## src/rtl/square_accr_arbiter.sv

```systemverilog
// Two-requester arbiter that shares one accumulator engine. It applies a
// fairness tie-break, times out a hung engine and holds each response until the consumer takes it.
module square_accr_arbiter #(
    parameter int unsigned TIMEOUT = 200
) (
    input  logic       clk,
    input  logic       reset_n,
    input  logic       req0_valid,
    input  logic       req1_valid,
    input  logic [3:0] req0_N,
    input  logic [3:0] req1_N,
    output logic       req0_ready,
    output logic       req1_ready,
    output logic [3:0] eng_N,
    output logic       eng_N_valid,
    input  logic [7:0] eng_sum,
    input  logic       eng_sum_valid,
    output logic       rsp_valid,
    output logic       rsp_id,
    output logic [7:0] rsp_sum,
    output logic       rsp_err,
    input  logic       rsp_ready,
    output logic       busy
);

    typedef enum logic [1:0] {
        S_IDLE,
        S_ISSUE,
        S_WAIT,
        S_RESP
    } state_t;

    localparam logic [7:0] TMAX = 8'(TIMEOUT - 1);

    state_t     r_state;
    state_t     w_next;
    logic [3:0] r_n;
    logic       r_id;
    logic [7:0] r_timer;
    logic [7:0] r_sum;
    logic       r_err;
    logic       r_last_grant;
    logic       w_grant0;
    logic       w_grant1;
    logic       w_timeout;

    // A tie goes to whichever requester was not served last.
    assign w_grant0  = req0_valid & (~req1_valid | r_last_grant);
    assign w_grant1  = req1_valid & (~req0_valid | ~r_last_grant);
    assign w_timeout = (r_timer == TMAX);

    always_ff @(posedge clk or negedge reset_n) begin
        if (!reset_n) begin
            r_state <= S_IDLE;
        end else begin
            r_state <= w_next;
        end
    end

    always_comb begin
        w_next      = r_state;
        req0_ready  = 1'b0;
        req1_ready  = 1'b0;
        eng_N_valid = 1'b0;
        rsp_valid   = 1'b0;
        case (r_state)
            S_IDLE: begin
                // Ready is combinational, so it is masked while reset is held.
                req0_ready = w_grant0 & reset_n;
                req1_ready = w_grant1 & reset_n;
                if (w_grant0 || w_grant1) begin
                    w_next = S_ISSUE;
                end
            end
            S_ISSUE: begin
                eng_N_valid = 1'b1;
                w_next      = S_WAIT;
            end
            S_WAIT: begin
                if (eng_sum_valid || w_timeout) begin
                    w_next = S_RESP;
                end
            end
            S_RESP: begin
                rsp_valid = 1'b1;
                if (rsp_ready) begin
                    w_next = S_IDLE;
                end
            end
            default: w_next = S_IDLE;
        endcase
    end

    assign busy    = (r_state != S_IDLE);
    assign eng_N   = (r_state == S_ISSUE || r_state == S_WAIT) ? r_n : '0;
    assign rsp_id  = rsp_valid & r_id;
    assign rsp_sum = rsp_valid ? r_sum : '0;
    assign rsp_err = rsp_valid & r_err;

    always_ff @(posedge clk or negedge reset_n) begin
        if (!reset_n) begin
            r_n          <= '0;
            r_id         <= 1'b0;
            r_timer      <= '0;
            r_sum        <= '0;
            r_err        <= 1'b0;
            r_last_grant <= 1'b1;
        end else begin
            case (r_state)
                S_IDLE: begin
                    if (w_grant0 || w_grant1) begin
                        r_n  <= w_grant1 ? req1_N : req0_N;
                        r_id <= w_grant1;
                    end
                end
                S_ISSUE: begin
                    r_timer <= '0;
                end
                S_WAIT: begin
                    r_timer <= r_timer + 8'd1;
                    // A result arriving on the timeout cycle still counts as valid.
                    if (eng_sum_valid) begin
                        r_sum <= eng_sum;
                        r_err <= 1'b0;
                    end else if (w_timeout) begin
                        r_sum <= '0;
                        r_err <= 1'b1;
                    end
                end
                S_RESP: begin
                    if (rsp_ready) begin
                        r_last_grant <= r_id;
                    end
                end
                default: ;
            endcase
        end
    end

endmodule
```

## config.mk

```make
export PLATFORM = sky130hd
export DESIGN_NAME = square_accr_arbiter
export DESIGN_NICKNAME = d
export VERILOG_FILES = /design/src/rtl/square_accr_arbiter.sv
export SDC_FILE = /design/constraint.sdc
export NUM_CORES = 1
export LEC_CHECK = 0
export CORE_ASPECT_RATIO = 1.5
export CORE_MARGIN = 3
export CORE_UTILIZATION = 40
export DETAILED_ROUTE_END_ITERATION = 12
export PLACE_DENSITY = 0.68
export SYNTH_ARGS = -nofsm -noshare
export SYNTH_HDL_FRONTEND = slang
export SYNTH_SLANG_ARGS = --single-unit
export TNS_END_PERCENT = 20
```

## constraint.sdc

```tcl
create_clock -name clk -period 1.71 [get_ports clk]
set_clock_uncertainty 0.05 [all_clocks]
set_input_delay 0.513 -clock clk [delete_from_list [all_inputs] [get_ports clk]]
set_output_delay 0.513 -clock clk [all_outputs]
set_load 0.05 [all_outputs]
```

After elaboration in Yosys (flattened, before gate mapping). Index checks and enable logic that the tools add are counted.

Register bits: 25. Logic and storage cells: 53. Output and inout bits: 19. Input bits: 22.

Add/sub/neg operators: 1. Multiplexer cells: 16. Eq/ne operators: 7. Bitwise logic cells: 11. Reductions and logical operators: 11.

Operator list (count): $mux 8 (3); $pmux 8 s2 (1); $add 8x1->8 const B (1); $eq 8x8->1 const B (1); $mux 4 (2); $pmux 2 s4 (1); $and 1x1->1 (6); $mux 1 (6); $mux 2 (3); $ne 2x2->1 const B (3); $reduce_and 2->1 (3); $reduce_bool 2->1 (3); $eq 2x2->1 const B (2); $logic_or 1x1->1 (3); $not 1->1 (3); $reduce_and 3->1 (1); $eq 2x1->1 const B (1); $logic_not 2->1 (1); $or 1x1->1 (2).

Longest topological paths before layout. Gate-level depths: netlist of the first run.

Depth in word-level cells: 6. Depth in mapped cells: 6. Mapped depth without buffers: 5.

Worst setup path before layout of the first run. Ideal clock, no wire load.

Path kind: flip-flop to output port. Start: register r_state[0]. End: output rsp_err. Data required time: 1.147 ns. Arrival: 1.599 ns. Cell stages (with the launch flop): 4. Setup slack: -0.452 ns. Path buffers: 1. Path through: dfrtp_1 -> ha_1 -> clkbuf_1 -> and2_1.

Longest elaborated chain between the ends: 3.

RTL lines: start, declared (line 35) `state_t r_state;`; start signal, assigned (line 56) `r_state <= w_next;`; $eq 2x2->1 (line 66) `case (r_state)`; $mux 1 (line 66); named net rsp_valid (line 18) `output logic rsp_valid,`; $and 1x1->1 (line 98) `assign rsp_err = rsp_valid & r_err;`; end, declared (line 21) `output logic rsp_err,`.

The timed path passes the listed nets, and every way through them passes these cells.

Worst setup path after layout of the first run.
Start: register r_state[0]. End: output rsp_sum[5].

Longest elaborated chain between the ends: 3.

RTL lines: $eq 2x2->1 (line 66); $mux 1 (line 66); $mux 8 (line 97) `assign rsp_sum = rsp_valid ? r_sum : '0;`; end, declared (line 20) `output logic [7:0] rsp_sum,`.

No other way between the ends.

==> run metrics, run 1 <==
run status complete, but fails checks; failing checks setup timing; 1st-pass router iterations 4; cells on worst reg2reg path 6; CP arrival 1.40 ns; final setup fails 21; Tcrit/Tclk final 114.6%; Die Wd 55.63 um; share of cells above drive strength 1 34.55%; Buffers & Inverters on Critical Path 2; die height 80.44 um; Worst Tran Pin Value 0.3127 ns; first-pass GRT wire length 6520 um; fin area 2409 um2; total grt overflow 0; Synth area leader dfrtp_1; vias in the first global route 1511; Leak 1.052 nW; TritonCTS clock tree done; Mapped Area 1478 um2; CP Capture Type primary output; Post-Layout Cell Count 262; via count 1397; I/O Buffers 40; drt drc 0; most common cell in the netlist dfrtp_1; Worst-path clk slew 0.09 ns; Fin. Hold Viols 0; syn_area_per_cell 9.178 um2; Worst setup SP type flop; CTS H-tree lvls 1; Final Worst Setup Slack -0.2504 ns; fin util 69.19%; Slew Limit Fails 0; FMAX 0.5101 GHz; WHS 0.4474 ns; worst hold path class in2async; Final Power 4.390 mW; ANT nets after route 0; clk buf depth 2; Pwr Density 1823 nW/um2; routability cong. 0.8214; number of flops mapped to enable cells by yosys 0; Stages on worst setup path 4; clk sinks 25; Synth Flop Type dfrtp_1; DR iter-0 viols 22; number of cells produced by synthesis 161; site row count 26; synth top area cells dfrtp_1, and2_1, nand3_1, o221ai_1, inv_1; core area 3481 um2; yosys warns 0; Diodes inserted 0; crit-path cells buf_6 > ha_4 > and2_2 > buf_12; nets 248; GR Util All Layers 18.09%; placed cell area 2260 um2; Initial Util 42.45%; post-synthesis sequential area ratio 42.42%; top cells by count, synth dfrtp_1, inv_1, nand3_1; RSZ-0062 raised after global routing yes; Yosys reg bits 25; crit path time final 1.960 ns; Hold Buf Count CTS 0; post-route setup TNS -4.082 ns; CP max stage delay 0.44 ns; # IOs 41; Clk Latency, worst-skew pair 0.27 ns; maxcap violations 0; Unique masters post-synth 39; WS Path Type reg2out; vias per cell 5.332; Synth top area share 40.64%; largest net degree at the start of global routing 26; CP max FO 12; fill count 259; DR WL/cell 14.21 um; asr flop ratio synth 100.0%; Post-DP HPWL 2766 um; drt total wl 3722 um; Slew headroom 79.15%; CTS root buffer clkbuf_8; total die area 4474 um2; CP Data Required Time 1.15 ns; initial antenna violation count 0; CP delay by family, top flip-flops; pre-CTS setup slack -0.3910 ns; syn nets 188; Peak supply drop 1.453 mV; placed cells 248; Area growth, synth to finish 63.00%; CTS buffer count 3; CP max-delay cell dfrtp_1
-- registers in the layout (all words and copies together) (netlist names) --
| name | flops |
|---|---|
| r_last_grant | 1 |
| r_err | 1 |
| r_timer | 8 |
| r_state | 2 |
| r_sum | 8 |
| r_id | 1 |
| r_n | 4 |
-- layout by cell type (no fill, tap or decap), types with 2 or more instances in the layout --
cell type | synthesis | layout
buf_4 | 0 | 20
o221ai_1 | 8 | 8
dlygate4sd2_1 | 0 | 3
nor2b_1 | 3 | 3
o21ai_1 | 1 | 5
o21ai_0 | 10 | 6
nand3_1 | 15 | 14
mux2i_1 | 5 | 5
o211ai_1 | 3 | 3
nand2b_1 | 10 | 10
ha_2 | 0 | 2
a21oi_1 | 4 | 2
ha_4 | 0 | 2
inv_2 | 0 | 2
and2_4 | 0 | 11
and2_2 | 0 | 3
inv_1 | 17 | 15
nand2_1 | 9 | 9
clkbuf_8 | 0 | 3
clkdlybuf4s50_1 | 0 | 18
dfrtp_1 | 24 | 24
buf_12 | 0 | 20
nor3b_1 | 2 | 2
-- cells by family after synthesis --
group                      Yosys count  synth area share (%)
and+or+nand+nor                     67                 27.18
adders and majority gates            5                 4.234
muxes                                6                 4.149
buffers and inverters               24                 6.097
xor gates and xnor gates             1                0.5928
AOI/OAI and AO/OA                   33                 15.33
DFF                                 25                 42.42
-- where the power goes --
part           total [mW]  switching, mW  internal (mW)  leakage [nW]
Sequential          0.955          0.155          0.800         0.304
Clock               0.349          0.187          0.163        0.0255
Combinational        3.09           1.56           1.53         0.723
Total                4.39           1.90           2.49          1.05
-- what timing repair did --
action                                  in CTS  in global routing
pin swaps                                    3                  8
gates cloned                                 0                  0
gates resized for setup                      9                 12
buffers inserted                             7                  3
endpoints found under the setup margin      20                 30
-- worst reg2reg max path: stages, from the launching register on --
cell and delay, ns:
dfrtp_1 0.43, inv_2 0.08, ha_4 0.31, buf_4 0.12, nand4_2 0.11, or4b_4 0.50, a21oi_2 0.14
-- cell type report --
cell class                      instances  area [um2]  share of cell area [%]
Sequential cell                        25       626.9                   26.03
Clock inverter                          1       5.005                  0.2078
Inverter                               17       63.81                   2.649
Timing Repair Buffer                   62       768.2                   31.90
Multi-Input combinational cell        112       850.8                   35.32
Tap cell                               42       52.55                   2.182
Clock buffer                            3       41.29                   1.714
-- worst paths after layout --
check                            from      endpoint  slack (ns)
max                        r_state[0]    rsp_sum[5]       -0.25
min in group clk               r_n[2]        r_n[2]        0.45
max in group asynchronous     reset_n  r_last_grant        0.88
min                           reset_n    r_timer[4]        0.45
max reg2reg                r_state[0]    r_timer[7]       -0.09
min reg2reg                    r_n[2]        r_n[2]        0.45
-- per-layer routing --
| metal | vias to the layer above | track usage, % | share of wire [%] |
|---|---|---|---|
| met1 | 676 | 18.53 | 38 |
| met2 | 39 | 35.66 | 55 |
| met4 | 0 | 6.326 | 1.1 |
| met5 | - | 0 | 0 |
| met3 | 4 | 3.537 | 5.6 |
| li1 | 678 | - | - |
Power figures use the tool's default switching activity.
==> run 2, diff against run 1 <==
--- a/config.mk
+++ b/config.mk
@@ -10,6 +10,7 @@
 export CORE_UTILIZATION = 40
 export DETAILED_ROUTE_END_ITERATION = 12
 export PLACE_DENSITY = 0.68
+export SETUP_SLACK_MARGIN = 0.02
 export SYNTH_ARGS = -nofsm -noshare
 export SYNTH_HDL_FRONTEND = slang
 export SYNTH_SLANG_ARGS = --single-unit
==> run metrics, run 2 (synthesis results as in run 1) <==
run status complete, but fails checks; failing checks setup timing; CTS H-tree lvls 1; biggest regs r_sum (8), r_timer (8), r_n (4); drt total wl 3953 um; via count 1406; crit-path cells inv_2 > ha_4 > and2_4 > buf_12; Pwr Density 1869 nW/um2; RSZ-0062 raised after global routing yes; GR Util All Layers 18.04%; Clk Latency, worst-skew pair 0.27 ns; post-route setup TNS -3.486 ns; I/O Buffers 40; # IOs 41; clk sinks 25; CP Data Required Time 1.15 ns; Buffers & Inverters on Critical Path 2; CP Capture Type primary output; routability cong. 0.7634; first-pass GRT wire length 6596 um; nets 251; ANT nets after route 0; placed cell area 2270 um2; largest net degree at the start of global routing 26; vias in the first global route 1458; crit path time final 1.909 ns; worst r2r src r_state[0]; Peak supply drop 2.003 mV; Final Worst Setup Slack -0.1993 ns; Diodes inserted 0; Worst Tran Pin Value 0.3235 ns; most frequent cells in the layout buf_4, dfrtp_1, buf_12; maxcap violations 0; drt drc 0; worst hold path class reg2reg; fill count 255; FMAX 0.5237 GHz; DR iter-0 viols 19; 1st-pass router iterations 4; total die area 4474 um2; cells on worst reg2reg path 7; WHS 0.4513 ns; Slew headroom 78.43%; r2r endpoint r_timer[5]; TritonCTS clock tree done; Fin. Hold Viols 0; total grt overflow 0; CP max FO 5; CP max-delay cell dfrtp_2; CP arrival 1.35 ns; CP delay by family, top flip-flops; Post-DP HPWL 2952 um; CP max stage delay 0.44 ns; Worst-path clk slew 0.09 ns; Critical Path Start r_state[0]; die height 80.44 um; DR WL/cell 14.92 um; Worst setup SP type flop; vias per cell 5.306; fin area 2445 um2; Tcrit/Tclk final 111.7%; Hold Buf Count CTS 0; Slew Limit Fails 0; Area growth, synth to finish 65.45%; clk buf depth 2; site row count 26; worst setup path endpoint eng_N[3]; CTS root buffer clkbuf_8; Initial Util 42.45%; Stages on worst setup path 4; Leak 1.066 nW; reg2reg setup slack -0.07 ns; core area 3481 um2; WS Path Type reg2out; Die Wd 55.63 um; initial antenna violation count 0; CTS buffer count 3; final setup fails 21; share of cells above drive strength 1 35.87%
## run 2: cell types whose count changed in the layout (fill, tap and decap cells not counted), moves of 3 or more
cell | previous run | this run
buf_4 | 20 | 23
o21ai_0 | 6 | 10
and2_2 | 3 | 0
and2_4 | 11 | 14
o21ai_1 | 5 | 1
## run 2: what timing repair did
action | 4_1_cts | 5_1_grt
pin swaps | 8 | 4
setup endpoints to repair | 23 | 27
setup buffers | 8 | 4
gates resized for setup | 8 | 6
hold endpoints to repair | 0 | 0
## run 2: worst reg2reg max path: cells and delay by family (launching register included)
| kind | cells | cell delay, ns |
|---|---|---|
| simple gates | 2 | 0.44 |
| fa+ha+maj | 1 | 0.29 |
| compound gates | 1 | 0.14 |
| buf+inv | 3 | 0.35 |
| flops | 1 | 0.44 |
## run 2: stage by stage
stage                     setup WS, ns  util (%)  instances  power [mW]
after CTS                      -0.2066     68.66        261       4.447
after detailed placement       -0.3945     65.20        249       3.904
after global placement         -0.3942     65.20        249       3.825
after global routing           -0.2511     70.24        265       4.832
final                          -0.1993     70.24        265       4.569
after floorplan              -0.004034         -        161       2.721
## run 2: area by class of cell
type	instances	area, um2	area share [%]
clock buffer	3	41.29	1.689
tap	42	52.55	2.149
clock inverter	1	5.005	0.2047
sequential	25	628.1	25.69
inverter	17	66.31	2.712
timing repair buffer	65	782.0	31.99
multi-input combinational	112	869.6	35.57
## run 2: worst min-delay path by stage
| stage | from | cells past startpoint | slack, ns | to |
|---|---|---|---|---|
| after floorplan | reset_n | 0 | 0.17 | r_err |
| after global placement | r_n[3] | 2 | 0.43 | r_n[3] |
| after detailed placement | r_n[3] | 2 | 0.44 | r_n[3] |
| after CTS | r_n[3] | 2 | 0.46 | r_n[3] |
| after global routing | r_n[1] | 2 | 0.49 | r_n[1] |
| final | r_n[3] | 2 | 0.45 | r_n[3] |
## run 2: layer usage
| metal | track usage, % | share of wire, % | up-vias |
|---|---|---|---|
| li1 | - | - | 685 |
| met1 | 20.30 | 39 | 683 |
| met2 | 34.60 | 57 | 36 |
| met3 | 2.412 | 3.7 | 2 |
| met4 | 5.596 | 0.63 | 0 |
| met5 | 0 | 0 | - |
## run 2: report_power, final
group / internal (mW) / total (mW) / switching [mW]
Clock: 0.163 / 0.352 / 0.189
Sequential: 0.803 / 0.972 / 0.169
Combinational: 1.65 / 3.24 / 1.59
Total: 2.62 / 4.57 / 1.95
==> run 3, diff against run 2 <==
--- a/config.mk
+++ b/config.mk
@@ -5,11 +5,13 @@
 export SDC_FILE = /design/constraint.sdc
 export NUM_CORES = 1
 export LEC_CHECK = 0
+export ABC_AREA = 1
 export CORE_ASPECT_RATIO = 1.5
 export CORE_MARGIN = 3
 export CORE_UTILIZATION = 40
 export DETAILED_ROUTE_END_ITERATION = 12
-export PLACE_DENSITY = 0.68
+export HOLD_SLACK_MARGIN = 0.02
+export PLACE_DENSITY = 0.69
 export SETUP_SLACK_MARGIN = 0.02
 export SYNTH_ARGS = -nofsm -noshare
 export SYNTH_HDL_FRONTEND = slang
==> run metrics, run 3 <==
Synth area leader dfrtp_1; Final Worst Setup Slack -0.2410 ns; CP Capture Type primary output; Mapped Area 1410 um2; site row count 25; largest net degree at the start of global routing 26; maxcap violations 0; Unique masters post-synth 26; total grt overflow 0; Tcrit/Tclk final 114.1%; crit path time final 1.951 ns; Area growth, synth to finish 66.90%; DR iter-0 viols 20; top cells by count, synth nand2_1, inv_1, dfrtp_1; Synth top area share 42.59%; nets 274; final setup fails 19; Final Power 4.174 mW; CTS buffer count 3; core area 3253 um2; first-pass GRT wire length 5913 um; syn_area_per_cell 7.344 um2; post-synthesis sequential area ratio 44.45%; via count 1390; Clk Latency, worst-skew pair 0.26 ns; Post-Layout Cell Count 286; placed cells 277; 1st-pass router iterations 4; vias per cell 4.860; initial antenna violation count 0; total die area 4288 um2; fill count 264; GR Util All Layers 18.33%; CTS root buffer clkbuf_8; Leak 1.083 nW; reg2reg setup slack 0.03 ns; CP Data Required Time 1.15 ns; Worst setup SP type flop; Worst Tran Pin Value 0.3180 ns; yosys warns 0; syn nets 219; clk sinks 25; share of cells above drive strength 1 35.37%; CTS H-tree lvls 1; Worst-path clk slew 0.09 ns; number of cells produced by synthesis 192; commonest non-fill, non-tap cell in the layout nand2_1; worst r2r src r_state[0]; failing checks setup timing; Slew Limit Fails 0; Post-DP HPWL 2811 um; fin area 2354 um2; Fin. Hold Viols 0; run status complete, but fails checks; Slew headroom 78.80%; synth top area cells dfrtp_1, nand2_1, inv_1, nand3_1, ha_1; ANT nets after route 0; RSZ-0062 raised after global routing yes; Diodes inserted 0; Pwr Density 1774 nW/um2; cells on worst reg2reg path 8; FMAX 0.5126 GHz; clk buf depth 2; r2r endpoint r_timer[3]; Peak supply drop 1.598 mV; I/O Buffers 40; TritonCTS clock tree done; vias in the first global route 1387; most frequent cells in the layout nand2_1, dfrtp_1, buf_12; # IOs 41; die height 78.72 um; asr flop ratio synth 100.0%; Yosys reg bits 25; drt total wl 3451 um; Die Wd 54.48 um; number of flops mapped to enable cells by yosys 0; Initial Util 43.35%; biggest regs r_sum (8), r_timer (8), r_n (4); routability cong. 0.7539; CP arrival 1.39 ns; WS Path Type reg2out; placed cell area 2250 um2; Synth Flop Type dfrtp_1; Critical Path Start r_state[0]; drt drc 0; CP max FO 5; Hold Buf Count CTS 0; worst hold path class in2async; DR WL/cell 12.07 um; most common cell in the netlist nand2_1
-- run 3: cell count changes in the layout (fill, tap and decap cells not counted), moves of 7 or more --
cell,previous run,this run
nand2_2,0,10
and2_4,14,0
buf_4,23,11
nand2_1,9,65
clkinvlp_4,0,15
o221ai_1,8,0
nand2b_1,10,0
nor2_1,1,8
-- run 3: power by group --
group	internal [mW]	switching [mW]	leakage, nW
clock	0.163	0.180	0.0255
combinational	1.23	1.58	0.740
sequential	0.820	0.201	0.317
total	2.21	1.96	1.08
-- run 3: area by class of cell --
class / count / area (um2) / share of cell area [%]
well taps: 40 / 50.05 / 2.127
multi-input cells: 132 / 754.5 / 32.06
clock inverters: 1 / 5.005 / 0.2127
flip-flops and latches: 25 / 629.4 / 26.74
inverters: 32 / 181.4 / 7.709
repair buffers: 53 / 691.9 / 29.40
clock buffers: 3 / 41.29 / 1.754
-- run 3: critical path: stages, from the launching register on --
cell	delay [ns]
dfrtp_2	0.46
inv_2	0.10
ha_4	0.25
nand2_4	0.09
clkinvlp_4	0.08
buf_12	0.15
-- run 3: what timing repair did --
item | CTS | global route
resized for setup | 10 | 3
buffers inserted | 3 | 2
pin swaps | 5 | 4
setup endpoints to repair | 22 | 23
-- run 3: worst max path at each step --
| stage | to | slack, ns | cells past startpoint |
|---|---|---|---|
| final | eng_N[3] | -0.24 | 5 |
| after global routing | eng_N[3] | -0.29 | 5 |
| after CTS | eng_N[0] | -0.24 | 5 |
| after detailed placement | req0_ready | -0.40 | 5 |
| after global placement | req0_ready | -0.38 | 5 |
| after floorplan | rsp_sum[0] | -0.004 | 4 |
-- run 3: cells by family after synthesis --
| kind of cell | count (synthesis) | share of synthesized area (%) |
|---|---|---|
| AND/OR/NAND/NOR | 113 | 34.43 |
| buffers and inverters | 35 | 9.848 |
| flip-flops | 25 | 44.45 |
| AO/OA/AOI/OAI | 13 | 6.211 |
| adder cells (fa/ha/maj) | 5 | 4.437 |
| XOR/XNOR | 1 | 0.6212 |
-- run 3: metal layers --
metal	routed length (um)	GRT usage [%]	vias up
li1	-	-	694
met1	1285	20.44	648
met2	1913	33.45	42
met3	208	3.565	6
met4	44	5.237	0
met5	0	0	-
-- run 3: stage by stage --
stage	setup slack (ns)	setup TNS (ns)	util (%)	hold WS (ns)
after floorplan	-0.003766	-0.03766	-	0.1674
after global placement	-0.3767	-1.317	69.15	0.4234
after detailed placement	-0.4021	-1.623	69.15	0.4298
after CTS	-0.2372	-3.384	71.54	0.4246
after global routing	-0.2904	-4.578	72.35	0.4265
final	-0.2410	-3.432	72.35	0.4036
